## config.mk

```make
export PLATFORM = sky130hd
export DESIGN_NAME = rhd_spi_master
export DESIGN_NICKNAME = d
export VERILOG_FILES = /design/src/rtl/rhd_spi_master.sv
export SDC_FILE = /design/constraint.sdc
export NUM_CORES = 1
export LEC_CHECK = 0
export CAP_MARGIN = 20
export CORE_MARGIN = 4
export CORE_UTILIZATION = 39
export CTS_BUF_LIST = sky130_fd_sc_hd__clkbuf_4 sky130_fd_sc_hd__clkbuf_8
export CTS_CLUSTER_SIZE = 40
export DETAILED_ROUTE_END_ITERATION = 8
export GPL_TIMING_DRIVEN = 0
export PLACE_DENSITY_LB_ADDON = 0.3
export SLEW_MARGIN = 40
export SYNTH_ARGS = -nofsm -noshare
export SYNTH_HDL_FRONTEND = slang
export SYNTH_SLANG_ARGS = --single-unit
```

## constraint.sdc

```tcl
create_clock -name clk -period 2.4 [get_ports clk]
set_input_delay 0.48 -clock clk [delete_from_list [all_inputs] [get_ports clk]]
set_output_delay 0.48 -clock clk [all_outputs]
set_load 0.02 [all_outputs]
```

## src/rtl/rhd_spi_master.sv

```systemverilog
// rhd_spi_master: SPI master for RHD-style front ends, 16-bit commands out, MISO words captured.
// Define RHD_SPI_MISO_DDR_EN to capture word B (ch 32-63) as well as word A (ch 0-31).
module rhd_spi_master #(
    parameter int CLK_DIV    = 4,
    parameter int SAMPLE_DLY = 2,
    parameter int CS_SETUP   = 2,
    parameter int CS_GAP     = 8
) (
    input  logic        clk,
    input  logic        rstn,
    input  logic        cmd_valid,
    output logic        cmd_ready,
    input  logic [15:0] cmd_data,
    output logic        rsp_valid,
    output logic [15:0] rsp_a,
    output logic [15:0] rsp_b,
    output logic        busy,
    output logic        CS,
    output logic        SCLK,
    output logic        MOSI,
    input  logic        MISO
);
    typedef enum logic [2:0] {IDLE, SETUP, SHIFT, HOLD, GAP} state_t;
    // Sample points are located by SCLK half-period index plus a clk offset inside that half;
    // a delay of a full half or more pushes every sample one half later.
    localparam int LATE = (SAMPLE_DLY >= CLK_DIV) ? 1 : 0;
    localparam logic [15:0] SMP_OFS   = 16'(SAMPLE_DLY - LATE * CLK_DIV);
    localparam logic [15:0] HALF_END  = 16'(CLK_DIV - 1);
    localparam logic [15:0] SETUP_END = 16'(CS_SETUP - 1);
    localparam logic [15:0] GAP_END   = 16'(CS_GAP - 1);
    localparam logic [5:0]  A_FIRST   = 6'(1 + LATE);
    localparam logic [5:0]  A_LAST    = 6'(31 + LATE);
`ifdef RHD_SPI_MISO_DDR_EN
    localparam logic [5:0]  FINAL_HN  = 6'(32 + LATE);
`else
    localparam logic [5:0]  FINAL_HN  = A_LAST;
`endif

    state_t      state;
    logic [15:0] cnt;
    logic [5:0]  hn;
    logic [15:0] sr;
    logic [15:0] cap_a;
    logic        done;
    logic        tick;
    logic        slot;
    logic        samp_a;
    logic        last_samp;
`ifdef RHD_SPI_MISO_DDR_EN
    logic [15:0] cap_b;
    logic        samp_b;
`else
    assign rsp_b = 16'h0000;
`endif

    // Half-period boundary and MISO sample strobes derived from the running frame phase
    always_comb begin
        tick      = cnt == HALF_END;
        slot      = (state == SHIFT || state == HOLD) && cnt == SMP_OFS;
        samp_a    = slot && hn >= A_FIRST && hn <= A_LAST && hn[0] == A_FIRST[0];
        last_samp = slot && hn == FINAL_HN;
`ifdef RHD_SPI_MISO_DDR_EN
        samp_b    = slot && hn > A_FIRST && hn <= A_LAST + 6'd1 && hn[0] != A_FIRST[0];
`endif
    end

    // Frame sequencer: command handshake, CS/SCLK/MOSI generation, capture and response
    always_ff @(posedge clk or negedge rstn) begin
        if (!rstn) begin
            state     <= IDLE;
            cnt       <= '0;
            hn        <= '0;
            sr        <= '0;
            cap_a     <= '0;
            done      <= 1'b0;
            cmd_ready <= 1'b0;
            rsp_valid <= 1'b0;
            rsp_a     <= '0;
            busy      <= 1'b0;
            CS        <= 1'b1;
            SCLK      <= 1'b0;
            MOSI      <= 1'b0;
`ifdef RHD_SPI_MISO_DDR_EN
            cap_b     <= '0;
            rsp_b     <= '0;
`endif
        end else begin
            rsp_valid <= 1'b0;
            case (state)
                IDLE: begin
                    cmd_ready <= 1'b1;
                    if (cmd_valid && cmd_ready) begin
                        cmd_ready <= 1'b0;
                        busy      <= 1'b1;
                        CS        <= 1'b0;
                        MOSI      <= cmd_data[15];
                        sr        <= {cmd_data[14:0], 1'b0};
                        cnt       <= '0;
                        state     <= SETUP;
                    end
                end
                SETUP: begin
                    cnt <= cnt + 16'd1;
                    if (cnt == SETUP_END) begin
                        SCLK  <= 1'b1;
                        cnt   <= '0;
                        hn    <= '0;
                        done  <= 1'b0;
                        state <= SHIFT;
                    end
                end
                SHIFT, HOLD: begin
                    cnt <= tick ? '0 : cnt + 16'd1;
                    if (tick)
                        hn <= hn + 6'd1;
                    if (tick && state == SHIFT) begin
                        SCLK <= hn[0] && hn != 6'd31;
                        if (!hn[0]) begin
                            MOSI <= sr[15];
                            sr   <= {sr[14:0], 1'b0};
                        end
                        if (hn == 6'd31)
                            state <= HOLD;
                    end
                    if (samp_a)
                        cap_a <= {cap_a[14:0], MISO};
`ifdef RHD_SPI_MISO_DDR_EN
                    if (samp_b)
                        cap_b <= {cap_b[14:0], MISO};
`endif
                    if (last_samp)
                        done <= 1'b1;
                    if (state == HOLD && done) begin
                        CS        <= 1'b1;
                        rsp_valid <= 1'b1;
                        rsp_a     <= cap_a;
`ifdef RHD_SPI_MISO_DDR_EN
                        rsp_b     <= cap_b;
`endif
                        cnt       <= '0;
                        state     <= GAP;
                    end
                end
                GAP: begin
                    cnt <= cnt + 16'd1;
                    if (cnt == GAP_END) begin
                        busy      <= 1'b0;
                        cmd_ready <= 1'b1;
                        state     <= IDLE;
                    end
                end
                default: state <= IDLE;
            endcase
        end
    end
endmodule
```

### Yosys cells after proc, flatten, opt, wreduce, memory -nomap -nowiden

Cells that the tools add are included.

* input bits: 20
* output and inout bits: 38
* bits in registers: 80
* memories kept: 0
* logic and storage cells: 104
* latch bits: 0
* memory bits (writable): 0
* memory bits (read-only): 0

* reduce and logical (&&, ||, !) cells: 27
* equality and inequality tests: 20
* div/mod/pow operators: 0
* bitwise gates (word level): 0
* $mul: 0
* add/subtract/negate cells: 2
* mux-type cells: 40
* shift operators: 0
* magnitude comparators: 2

Operator list (number)
* 16-bit 2-to-1 mux: 7
* 16-bit case mux with 4 select lines: 1
* 16-bit by 2-bit == test with 1-bit output, second input constant: 2
* 16-bit case mux with 2 select lines: 1
* 3-bit 2-to-1 mux: 6
* 16-bit by 1-bit adder with 16-bit output, second input constant: 1
* 16-bit by 1-bit == test with 1-bit output, second input constant: 1
* 16-bit by 3-bit == test with 1-bit output, second input constant: 1
* 2-bit inequality test, second input constant: 8
* 1-bit 2-to-1 mux: 15
* 3-bit AND reduction: 5
* 6-bit 2-to-1 mux: 2
* 1-bit case mux with 2 select lines: 6
* 3-bit case mux with 4 select lines: 1
* 6-bit case mux with 2 select lines: 1
* 1-bit logical AND: 9
* 2-bit AND reduction: 4
* 6-bit by 1-bit adder with 6-bit output, second input constant: 1
* 3-bit by 2-bit == test with 1-bit output, second input constant: 2
* 6-bit by 5-bit == test with 1-bit output, second input constant: 1
* 6-bit by 1-bit greater-or-equal comparator with 1-bit output, second input constant: 1
* 6-bit by 5-bit <= comparator with 1-bit output, second input constant: 1
* 3-bit inequality test, second input constant: 2
* 6-bit by 5-bit inequality test with 1-bit output, second input constant: 1
* 9 further kinds: 11

### Logic depth before layout (Yosys ltp)

Gate-level depths: netlist (run 1).

* depth in word-level cells: 7
* gate-level depth with buffers: 8
* mapped depth without buffers: 7

### Worst setup path before layout (run 1)

OpenSTA, ideal clock, no wires.

* kind: flip-flop to flip-flop
* from: register cnt[3]
* to: register cap_a[10]
* data arrival time: 1.986 ns
* stages on the path, launching flop included: 7
* period minus slack after synthesis: 2.111 ns
* required time: 2.275 ns
* path slack: 0.289 ns
* buffers on the path: 1
* cell sequence: dfrtp_1 > nor4_2 > and4_4 > nand2_4 > a211oi_4 > buf_8 > mux2_4

* word-level cells in the longest chain between the ends: 6

Ends and longest elaborated chain
* start, declared: line 40 `logic [15:0] cnt;`
* start signal, assigned: line 103 `cnt <= cnt + 16'd1;`
* start signal, assigned: line 113 `cnt <= tick ? '0 : cnt + 16'd1;`
* start signal, assigned: line 145 `cnt <= cnt + 16'd1;`
* 16-bit by 2-bit == test with 1-bit output: line 59 `slot = (state == SHIFT || state == HOLD) && cnt == SMP_OFS;`
* 1-bit logical AND: line 59
* 1-bit logical AND (3 in series): line 60 `samp_a = slot && hn >= A_FIRST && hn <= A_LAST && hn[0] == A_FIRST[0];`
* 2-bit AND reduction (no source line)
* end signal, assigned: line 126 `cap_a <= {cap_a[14:0], MISO};`
* end, declared: line 43 `logic [15:0] cap_a;`

No other way between the ends.
A chain may end at the register's enable or synchronous reset.

### Final worst setup path (run 1)

* from: register cnt[10]
* to: register cap_a[1]

Same word-level chain as after synthesis.

==> impl_metrics.ini, run 1 <==
[status]
result_of_the_run = complete, no violations

[die]
core_area_mm2 = 0.00995
num_rows = 36
floorplan.die.height_um = 110
design.portCount = 58
effective_utilization_at_floorplan = 0.406
fp.dieArea_mm2 = 0.0121
chipWidth_um = 110

[synthesis]
compound_cell_area_share_of_the_yosys_netlist = 0.152
synthArstFlopShare = 1.00
post_synthesis_adder_cell_area_fraction = 0.0186
dominant_combinational_cell_family_by_area_after_synthesis = simple AND/OR/NAND/NOR gates
yosys-top-cells-count = dfrtp_1 (78), o21ai_0 (32), nor2_1 (29)
synthMuxAreaShare = 0.103
netlist_area_mm2 = 0.00405
postSynthAreaPerCell_um2 = 10.8
yosysMostFrequentCell = dfrtp_1
netlist_top_cells_area = dfrtp_1 (48%), mux2_2 (6.1%), o21ai_0 (4.0%)
synth_top_area_cell = dfrtp_1
postSynthCellCount = 375
synth_cell_types = 58
synth-edff-count = 0
yosysWarnings = 0
yosys.area_share.xor_xnor = 0.0108
synthFlopType = dfrtp_1
synth-simple-area-share = 0.159
synth.ff_latch_count = 79
synth-seq-area-share = 0.489
netlist.area_leader.share = 0.482

[clock_tree]
cts_htree_levels = 3
clock_sinks = 79
worst_skew_late_latency_ps = 350
cts_hold_buffers = 0
cts_root_buf = clkbuf_8
cts_tree = built
numCtsBuffers = 9
clock_pin_slew_reported_for_the_worst_setup_and_hold_paths_after_clock_tree_synthesis_ps = 80
clock_tree.buffer_depth = 2

[detailed_routing]
detail_route.wl_per_cell_um = 14.6
initialDrtViolationCount = 211
firstDrtPassIters = 4
route.top_layer_used = met4
remaining_drc_errors = 0
route.detailed.vias_per_inst = 5.27
detailroute.wirelength.met2_mm = 3.91
route.antenna.remaining_nets = 0
wl_met1_mm = 4.11
totalWireLength_mm = 8.57
detailroute.via_count = 3085
route.met3.wl_um = 438

[power_and_ir_drop]
power.density_mw_per_mm2 = 508
vdd.ir_drop.worst_uv = 339
total_power_mw = 2.54
power.static_leakage_nw = 2.22

[finish]
drive_gt1_frac = 0.221
insertedDiodeCount = 0
final_net_count = 473
areaGrowthSynthToFinish_pct = 23.4

[grt]
global_route.overflow_total = 0
grt_first_pass_wirelength_mm = 14.7
number_of_antenna_violations_at_the_first_check_in_global_routing = 0
via_count_of_the_first_global_routing_pass = 3051
grt_max_degree = 45
groute.usage.overall = 0.153

[sta]
max_clock_freq_mhz = 443
setup_viol = 0
hold_viol = 0
max_slew_margin = 0.544
final-max-slew-violation-count = 0
fin_worst_hold_slack_ps = 13.7
period_needed_ps = 2260
finalCritPeriodShare = 0.941
finalClockSkew_ps = 12.4
worstMarginPinSlew_ps = 684

[run]
max_cap_violations = 0

[worst_setup_path]
slowest_delay_ps = 460
crit_path_cell_trace = nor4_4, and4_4, nand2_4, a211oi_4, buf_4, mux2_2
crit_fanout = 6
path_class = reg2reg
r2r_setup_slack_ps = 140
slowest_stage = dfrtp_1
worst-endpoint-required_ps = 2640
critPathBufInv = 1
arrival_time_worst_endpoint_ps = 2500
worst_setup_path_end_kind = flop
critPathTopFamily = simple AND/OR/NAND/NOR gates
worstRegToRegCells = 6
critical_path_source_type = flop
critical_path_cell_count = 6

[place]
dp.final_hpwl_mm = 5.91
port-buffer-count = 41
gp_routability_congestion = 0.841

[min_path]
min-delay-path-class = in2async
-- final timing paths --
path,startpoint,to
worst max-delay path,cnt[10]$_DFFE_PN0P_,cap_a[1]$_DFFE_PN0P_
worst min-delay path,rstn,rsp_a[1]$_DFFE_PN0P_
worst max register to register,cnt[10]$_DFFE_PN0P_,cap_a[1]$_DFFE_PN0P_
worst min register to register,CS$_DFFE_PN1P_,CS$_DFFE_PN1P_
max in group asynchronous,rstn,state[0]$_DFFE_PN0P_
min in group clk,CS$_DFFE_PN1P_,CS$_DFFE_PN1P_
-- what timing repair did --
| action | in CTS | in global routing |
|---|---|---|
| gates resized for setup | 0 | 12 |
| setup buffers | 0 | 3 |
| endpoints found under the setup margin | 0 | 41 |
-- sequential cells by signal, summed over array words and instances (netlist names) --
signal,count
sr,15
rsp_a,16
SCLK,1
hn,6
busy,1
CS,1
cmd_ready,1
MOSI,1
done,1
state,3
cnt,16
rsp_valid,1
cap_a,16
-- worst reg2reg max path: cells and delay by family, from the launching register on --
family	cells	cell delay [ps]
flip-flops	1	460
buffers and inverters	1	210
AND/OR/NAND/NOR	3	840
multiplexers	1	330
AO/OA/AOI/OAI	1	320
-- placed cells by master, fill, tap and decap left out, types with 3 or more instances in the layout --
cell type | synthesis | routed
clkbuf_1 | 12 | 8
nor3_1 | 6 | 6
nor4_4 | 3 | 4
clkbuf_2 | 0 | 4
and3_1 | 3 | 3
xnor2_1 | 5 | 5
conb_1 | 1 | 16
o21ai_1 | 3 | 3
nand4_1 | 3 | 3
buf_2 | 4 | 4
clkbuf_8 | 0 | 9
clkdlybuf4s50_1 | 0 | 40
nand3_1 | 7 | 7
mux2_4 | 10 | 10
inv_1 | 10 | 10
nand2b_1 | 3 | 3
nand2_1 | 22 | 22
or3_1 | 6 | 6
a21oi_1 | 23 | 23
o21ai_0 | 32 | 32
a21o_1 | 3 | 3
mux2_2 | 22 | 22
buf_6 | 2 | 3
nor4_1 | 4 | 4
buf_4 | 17 | 20
ha_1 | 6 | 6
dfrtp_1 | 78 | 78
nor2_1 | 29 | 29
nand3b_1 | 3 | 3
o32ai_1 | 16 | 16
o22ai_1 | 4 | 4
-- final cells by class --
| class | instances | area (µm²) |
|---|---|---|
| multi-input combinational | 266 | 1890 |
| tap | 133 | 166 |
| fill | 903 | 4960 |
| timing repair buffer | 45 | 462 |
| sequential | 79 | 1980 |
| clock inverter | 5 | 81.3 |
| inverter | 10 | 37.5 |
| buffer | 36 | 235 |
| clock buffer | 11 | 139 |
-- per-stage QoR --
| step | std cells | setup WS (ps) | utilization | TNS [ps] | instance area (µm²) |
|---|---|---|---|---|---|
| detailed placement | 565 | -216 | 0.473 | -3840 | 4710 |
| finish | 585 | 141 | 0.502 | 0 | 4990 |
| global route | 585 | -5.05 | 0.502 | -5.05 | 4990 |
| global placement | 564 | -1980 | 0.470 | -158110 | 4680 |
| CTS | 581 | 46.1 | 0.495 | 0 | 4930 |
| floorplan | 390 | 289 | - | 0 | 4100 |
-- power breakdown --
group	internal [mW]	switching [mW]
clock network	0.612	0.485
logic	0.0496	0.0597
registers	1.33	0
total	1.99	0.545
-- layer usage --
metal	up-vias	track usage
met5	-	0
met4	0	0.0508
met3	12	0.0335
met2	79	0.228
met1	1516	0.220
li1	1478	-
-- cells by family after synthesis --
family,count (synthesis)
and+or+nand+nor,109
other,1
AOI/OAI and AO/OA,95
adders and majority gates,6
muxes,34
DFF,79
xor gates and xnor gates,5
buffers and inverters,46
(Power assumes the default switching activity.)
==> run 2, diff against run 1 <==
--- a/config.mk
+++ b/config.mk
@@ -7,7 +7,7 @@
 export LEC_CHECK = 0
 export CAP_MARGIN = 20
 export CORE_MARGIN = 4
-export CORE_UTILIZATION = 39
+export CORE_UTILIZATION = 49
 export CTS_BUF_LIST = sky130_fd_sc_hd__clkbuf_4 sky130_fd_sc_hd__clkbuf_8
 export CTS_CLUSTER_SIZE = 40
 export DETAILED_ROUTE_END_ITERATION = 8
==> constraint.sdc (replaced) <==
create_clock -name clk -period 2.4 [get_ports clk]
set_input_delay 0.48 -clock clk [delete_from_list [all_inputs] [get_ports clk]]
set_output_delay 0.48 -clock clk [all_outputs]
set_load 0.005 [all_outputs]
==> run 2 against run 1 <==
Net effect:
- largest cell class unchanged
- clock-buffer cell count fell by 2
- flip-flop and latch count did not move
- clock power fell by 20%
- non-clock buffer count rose by 4
==> impl_metrics.ini, run 2 (same netlist as run 1, synthesis figures left out) <==
[status]
result_of_the_run = complete, no violations

[die]
effective_utilization_at_floorplan = 0.513
num_rows = 32
chipWidth_um = 98.9
core_area_mm2 = 0.00789
floorplan.die.height_um = 98.9
design.portCount = 58
fp.dieArea_mm2 = 0.00978

[clock_tree]
cts_htree_levels = 3
clock_tree.buffer_depth = 2
cts_root_buf = clkbuf_8
cts_tree = built
clock_pin_slew_reported_for_the_worst_setup_and_hold_paths_after_clock_tree_synthesis_ps = 80
clock_sinks = 79
worst_skew_late_latency_ps = 360
numCtsBuffers = 9

[power_and_ir_drop]
power_report.internal_total_mw = 1.75
switchingPower_mw = 0.546
power_frac_seq = 0.578
power.share.combinational = 0.041
power.static_leakage_nw = 2.20
pwr-share-clk = 0.381
vdd.ir_drop.worst_uv = 384
power.density_mw_per_mm2 = 468
total_power_mw = 2.30
switching_share = 0.238

[finish]
most-common-layout-cells = dfrtp_1 (78), clkdlybuf4s50_1 (40), o21ai_0 (32), nor2_1 (29)
areaGrowthSynthToFinish_pct = 21.3
insertedDiodeCount = 0
final_net_count = 476
fillers = 653
reg_top3 = cap_a (16), cnt (16), rsp_a (16)
final_design_area_no_fill_mm2 = 0.00491
finalNonFillerCells = 556
multiInputGateArea_mm2 = 0.00187
final_common_cell = dfrtp_1
seqCellArea_mm2 = 0.00198
drive_gt1_frac = 0.220

[detailed_routing]
detailroute.via_count = 3080
route.antenna.remaining_nets = 0
detail_route.wl_per_cell_um = 15.3
firstDrtPassIters = 4
initialDrtViolationCount = 142
route.detailed.vias_per_inst = 5.54
remaining_drc_errors = 0
totalWireLength_mm = 8.50

[worst_setup_path]
path_class = reg2reg
critical_path_source_type = flop
crit_path_cell_trace = inv_1, ha_1, or4b_1, nand2_2, a211oi_4, buf_4, or4_1, o22ai_1
slowest_stage = or4b_1
worst-endpoint-required_ps = 2680
worst_setup_path_end_kind = flop
slowest_delay_ps = 550
crit_fanout = 6
critPathBufInv = 2
r2r_setup_slack_ps = 80
arrival_time_worst_endpoint_ps = 2600
critPathTopFamily = simple AND/OR/NAND/NOR gates

[min_path]
min-delay-path-class = reg2reg

[place]
detailed_place.area_mm2 = 0.00467
dp.final_hpwl_mm = 5.93
dp.cells = 534
gp_routability_congestion = 0.833
place_ws_ps = -229
port-buffer-count = 41

[grt]
grt_max_degree = 48
grt_first_pass_wirelength_mm = 14.8
global_route.overflow_total = 0
gr-usage-met2 = 0.297
gr-usage-met3 = 0.0460
groute.usage.overall = 0.185
globalRoute.busiestLayer = met2
grt.met1_usage = 0.245
number_of_antenna_violations_at_the_first_check_in_global_routing = 0
via_count_of_the_first_global_routing_pass = 3089

[run]
max_cap_violations = 0

[sta]
final-max-slew-violation-count = 0
max_clock_freq_mhz = 430
finalClockSkew_ps = 11.9
period_needed_ps = 2320
setup_viol = 0
setup_repair_after_global_routing_missed_its_margin = yes
setup_slack_ps = 75.7
worstMarginPinSlew_ps = 639
max_slew_margin = 0.574
hold_viol = 0
finalCritPeriodShare = 0.968
fin_worst_hold_slack_ps = 471
==> run 2: cell count changes in the layout (fill, tap and decap cells not counted), moves of 2 or more <==
cell        previous run  this run
buf_4                 20        23
bufinv_16              2         0
clkbuf_4               2         0
clkinvlp_4             1         3
==> run 2: path summary, 6_finish.rpt <==
path | startpoint | endpoint | cells after the start
setup / recovery | cnt[1]$_DFFE_PN0P_ | cnt[9]$_DFFE_PN0P_ | 8
max in group asynchronous | rstn | CS$_DFFE_PN1P_ | 3
hold reg to reg | CS$_DFFE_PN1P_ | CS$_DFFE_PN1P_ | 2
min in group asynchronous | rstn | rsp_a[1]$_DFFE_PN0P_ | 2
hold / removal | CS$_DFFE_PN1P_ | CS$_DFFE_PN1P_ | 2
setup reg to reg | cnt[1]$_DFFE_PN0P_ | cnt[9]$_DFFE_PN0P_ | 8
==> run 2: cell type report <==
type                            instances  area share
Multi-Input combinational cell        265       0.381
Buffer                                 36      0.0477
Inverter                               10     0.00765
Clock buffer                            9      0.0252
Timing Repair Buffer                   49       0.101
Sequential cell                        79       0.403
Tap cell                              102      0.0260
Clock inverter                          6     0.00917
==> run 2: repair_timing <==
action | in CTS | in global routing
hold endpoints to repair | 18 | 0
resized for setup | 0 | 9
setup endpoints to repair | 0 | 41
setup buffers | 0 | 6
hold buffers | 1 | 0
==> run 2: worst min-delay path, stage by stage (launching register included) <==
cell     delay, ps
dfstp_2        370
nand2_1         50
nand2_1         50
==> run 2: stage by stage <==
stage | setup TNS, ps | utilization
after floorplan | 0 | -
after global placement | -153410 | 0.588
after detailed placement | -4070 | 0.592
after CTS | 0 | 0.615
after global routing | -85.3 | 0.622
final | 0 | 0.622
==> run 2: power by group through the flow <==
stage / logic, mW / registers [mW] / clock network (mW)
finish: 0.0935 / 1.33 / 0.877
global route: 0.105 / 1.33 / 0.965
CTS: 0.0941 / 1.33 / 0.913
detailed placement: 0.0921 / 1.36 / 0
global placement: 0.0860 / 1.36 / 0
floorplan: 0.0248 / 1.36 / 0
==> run 2: metal layers <==
layer	vias up	part of all wire
li1	1479	-
met1	1512	0.47
met2	77	0.46
met3	12	0.051
met4	0	0.014
met5	-	0
==> run 3, diff against run 2 <==
--- a/config.mk
+++ b/config.mk
@@ -5,9 +5,10 @@
 export SDC_FILE = /design/constraint.sdc
 export NUM_CORES = 1
 export LEC_CHECK = 0
+export ABC_CLOCK_PERIOD_IN_PS = 2400
 export CAP_MARGIN = 20
 export CORE_MARGIN = 4
-export CORE_UTILIZATION = 49
+export CORE_UTILIZATION = 35
 export CTS_BUF_LIST = sky130_fd_sc_hd__clkbuf_4 sky130_fd_sc_hd__clkbuf_8
 export CTS_CLUSTER_SIZE = 40
 export DETAILED_ROUTE_END_ITERATION = 8
==> run 3 against run 2 <==
Net effect:
- fmax is essentially flat
- worst setup slack is essentially flat
- highest routed layer unchanged
- first-iteration DRC count grew 27%
- largest power group unchanged
- critical path depth is the same
- clock power grew 20%
==> impl_metrics.ini, run 3 (same netlist as run 1, synthesis figures left out) <==
[status]
result_of_the_run = complete, no violations

[die]
num_rows = 39
fp.dieArea_mm2 = 0.0133
core_area_mm2 = 0.0114
effective_utilization_at_floorplan = 0.356
floorplan.die.height_um = 116
chipWidth_um = 116
design.portCount = 58

[sta]
setup_slack_ps = 75.6
setup_repair_after_global_routing_missed_its_margin = yes
max_clock_freq_mhz = 430
final-max-slew-violation-count = 0
hold_viol = 0
finalClockSkew_ps = 8.48
period_needed_ps = 2320
worstMarginPinSlew_ps = 702
max_slew_margin = 0.532
finalCritPeriodShare = 0.968
fin_worst_hold_slack_ps = 465
setup_viol = 0

[min_path]
min-delay-path-class = reg2reg

[finish]
final_design_area_no_fill_mm2 = 0.00499
postLayoutCoreUtil = 0.439
drive_gt1_frac = 0.216
final_common_cell = dfrtp_1
areaGrowthSynthToFinish_pct = 23.4
most-common-layout-cells = dfrtp_1 (78), clkdlybuf4s50_1 (40), o21ai_0 (32), nor2_1 (29), a21oi_1 (23)
reg_top3 = cap_a (16), cnt (16), rsp_a (16)
insertedDiodeCount = 0
final_net_count = 474

[clock_tree]
cts_tree = built
cts_root_buf = clkbuf_8
cts_htree_levels = 3
clock_tree.buffer_depth = 2
clock_sinks = 79
numCtsBuffers = 9
worst_skew_late_latency_ps = 340
clock_pin_slew_reported_for_the_worst_setup_and_hold_paths_after_clock_tree_synthesis_ps = 80

[grt]
groute.usage.overall = 0.132
via_count_of_the_first_global_routing_pass = 2925
number_of_antenna_violations_at_the_first_check_in_global_routing = 0
grt_first_pass_wirelength_mm = 14.4
grt_max_degree = 52
global_route.overflow_total = 0

[worst_setup_path]
slowest_stage = or4b_1
critPathBufInv = 2
path_class = reg2reg
crit_fanout = 5
worst_setup_path_end_kind = flop
critPathTopFamily = simple AND/OR/NAND/NOR gates
worst-endpoint-required_ps = 2660
slowest_delay_ps = 530
crit_path_cell_trace = inv_1, ha_1, or4b_1, nand2_1, a211oi_4, buf_4, or4_1, o22ai_1
critical_path_source_type = flop
arrival_time_worst_endpoint_ps = 2580
r2r_setup_slack_ps = 80

[detailed_routing]
firstDrtPassIters = 4
totalWireLength_mm = 8.65
detail_route.wl_per_cell_um = 14.5
initialDrtViolationCount = 180
detailroute.via_count = 3046
remaining_drc_errors = 0
route.detailed.vias_per_inst = 5.11
route.antenna.remaining_nets = 0

[power_and_ir_drop]
vdd.ir_drop.worst_uv = 218
power.static_leakage_nw = 2.21
power.density_mw_per_mm2 = 495

[place]
port-buffer-count = 41
place_ws_ps = -230
dp.final_hpwl_mm = 6.02
detailed_place.area_mm2 = 0.00472
gp_routability_congestion = 0.856

[run]
max_cap_violations = 0
run 3: area by class of cell:
class | instances | area, µm²
fillers | 1092 | 6380
flip-flops and latches | 79 | 1980
multi-input cells | 265 | 1870
repair buffers | 47 | 479
plain buffers | 36 | 234
well taps | 143 | 179
clock buffers | 12 | 165
clock inverters | 4 | 52.6
inverters | 10 | 37.5
run 3: final timing paths:
| kind | cells after the start | startpoint | end |
|---|---|---|---|
| max reg2reg | 8 | cnt[1]$_DFFE_PN0P_ | cnt[9]$_DFFE_PN0P_ |
| min | 2 | CS$_DFFE_PN1P_ | CS$_DFFE_PN1P_ |
| max | 8 | cnt[1]$_DFFE_PN0P_ | cnt[9]$_DFFE_PN0P_ |
| min in group asynchronous | 2 | rstn | cap_a[0]$_DFFE_PN0P_ |
| max in group asynchronous | 3 | rstn | CS$_DFFE_PN1P_ |
| min reg2reg | 2 | CS$_DFFE_PN1P_ | CS$_DFFE_PN1P_ |
run 3: power breakdown:
part	switching [mW]	total (mW)	internal (mW)
logic	0.0443	0.0939	0.0496
registers	0	1.33	1.33
clock network	0.482	1.05	0.566
run 3: stage by stage:
step                      instances  TNS, ps  power (mW)
after floorplan                 390        0        1.38
after global placement          574  -160730        1.44
after detailed placement        575    -4320        1.45
after CTS                       592        0        2.51
after global routing            596    -7.63        2.57
final                           596        0        2.47
run 3: worst register-to-register path: stages, from the launching register on:
cell and delay [ps]:
dfrtp_1 390, inv_1 70, ha_1 240, or4b_1 530
nand2_1 150, a211oi_4 60, buf_4 170, or4_1 490
o22ai_1 150
run 3: per-layer routing:
layer / vias to the layer above / GRT usage / wire length [µm]
li1: 1478 / - / -
met1: 1503 / 0.184 / 4110
met2: 59 / 0.207 / 4070
met3: 6 / 0.0251 / 369
met4: 0 / 0.0438 / 94
met5: - / 0 / 0
run 3: what timing repair did:
item                                    CTS  global route
endpoints found under the setup margin    0            40
endpoints found under the hold margin     7             0
buffers inserted                          0             4
gates resized for setup                   0             8
hold buffers                              1             0
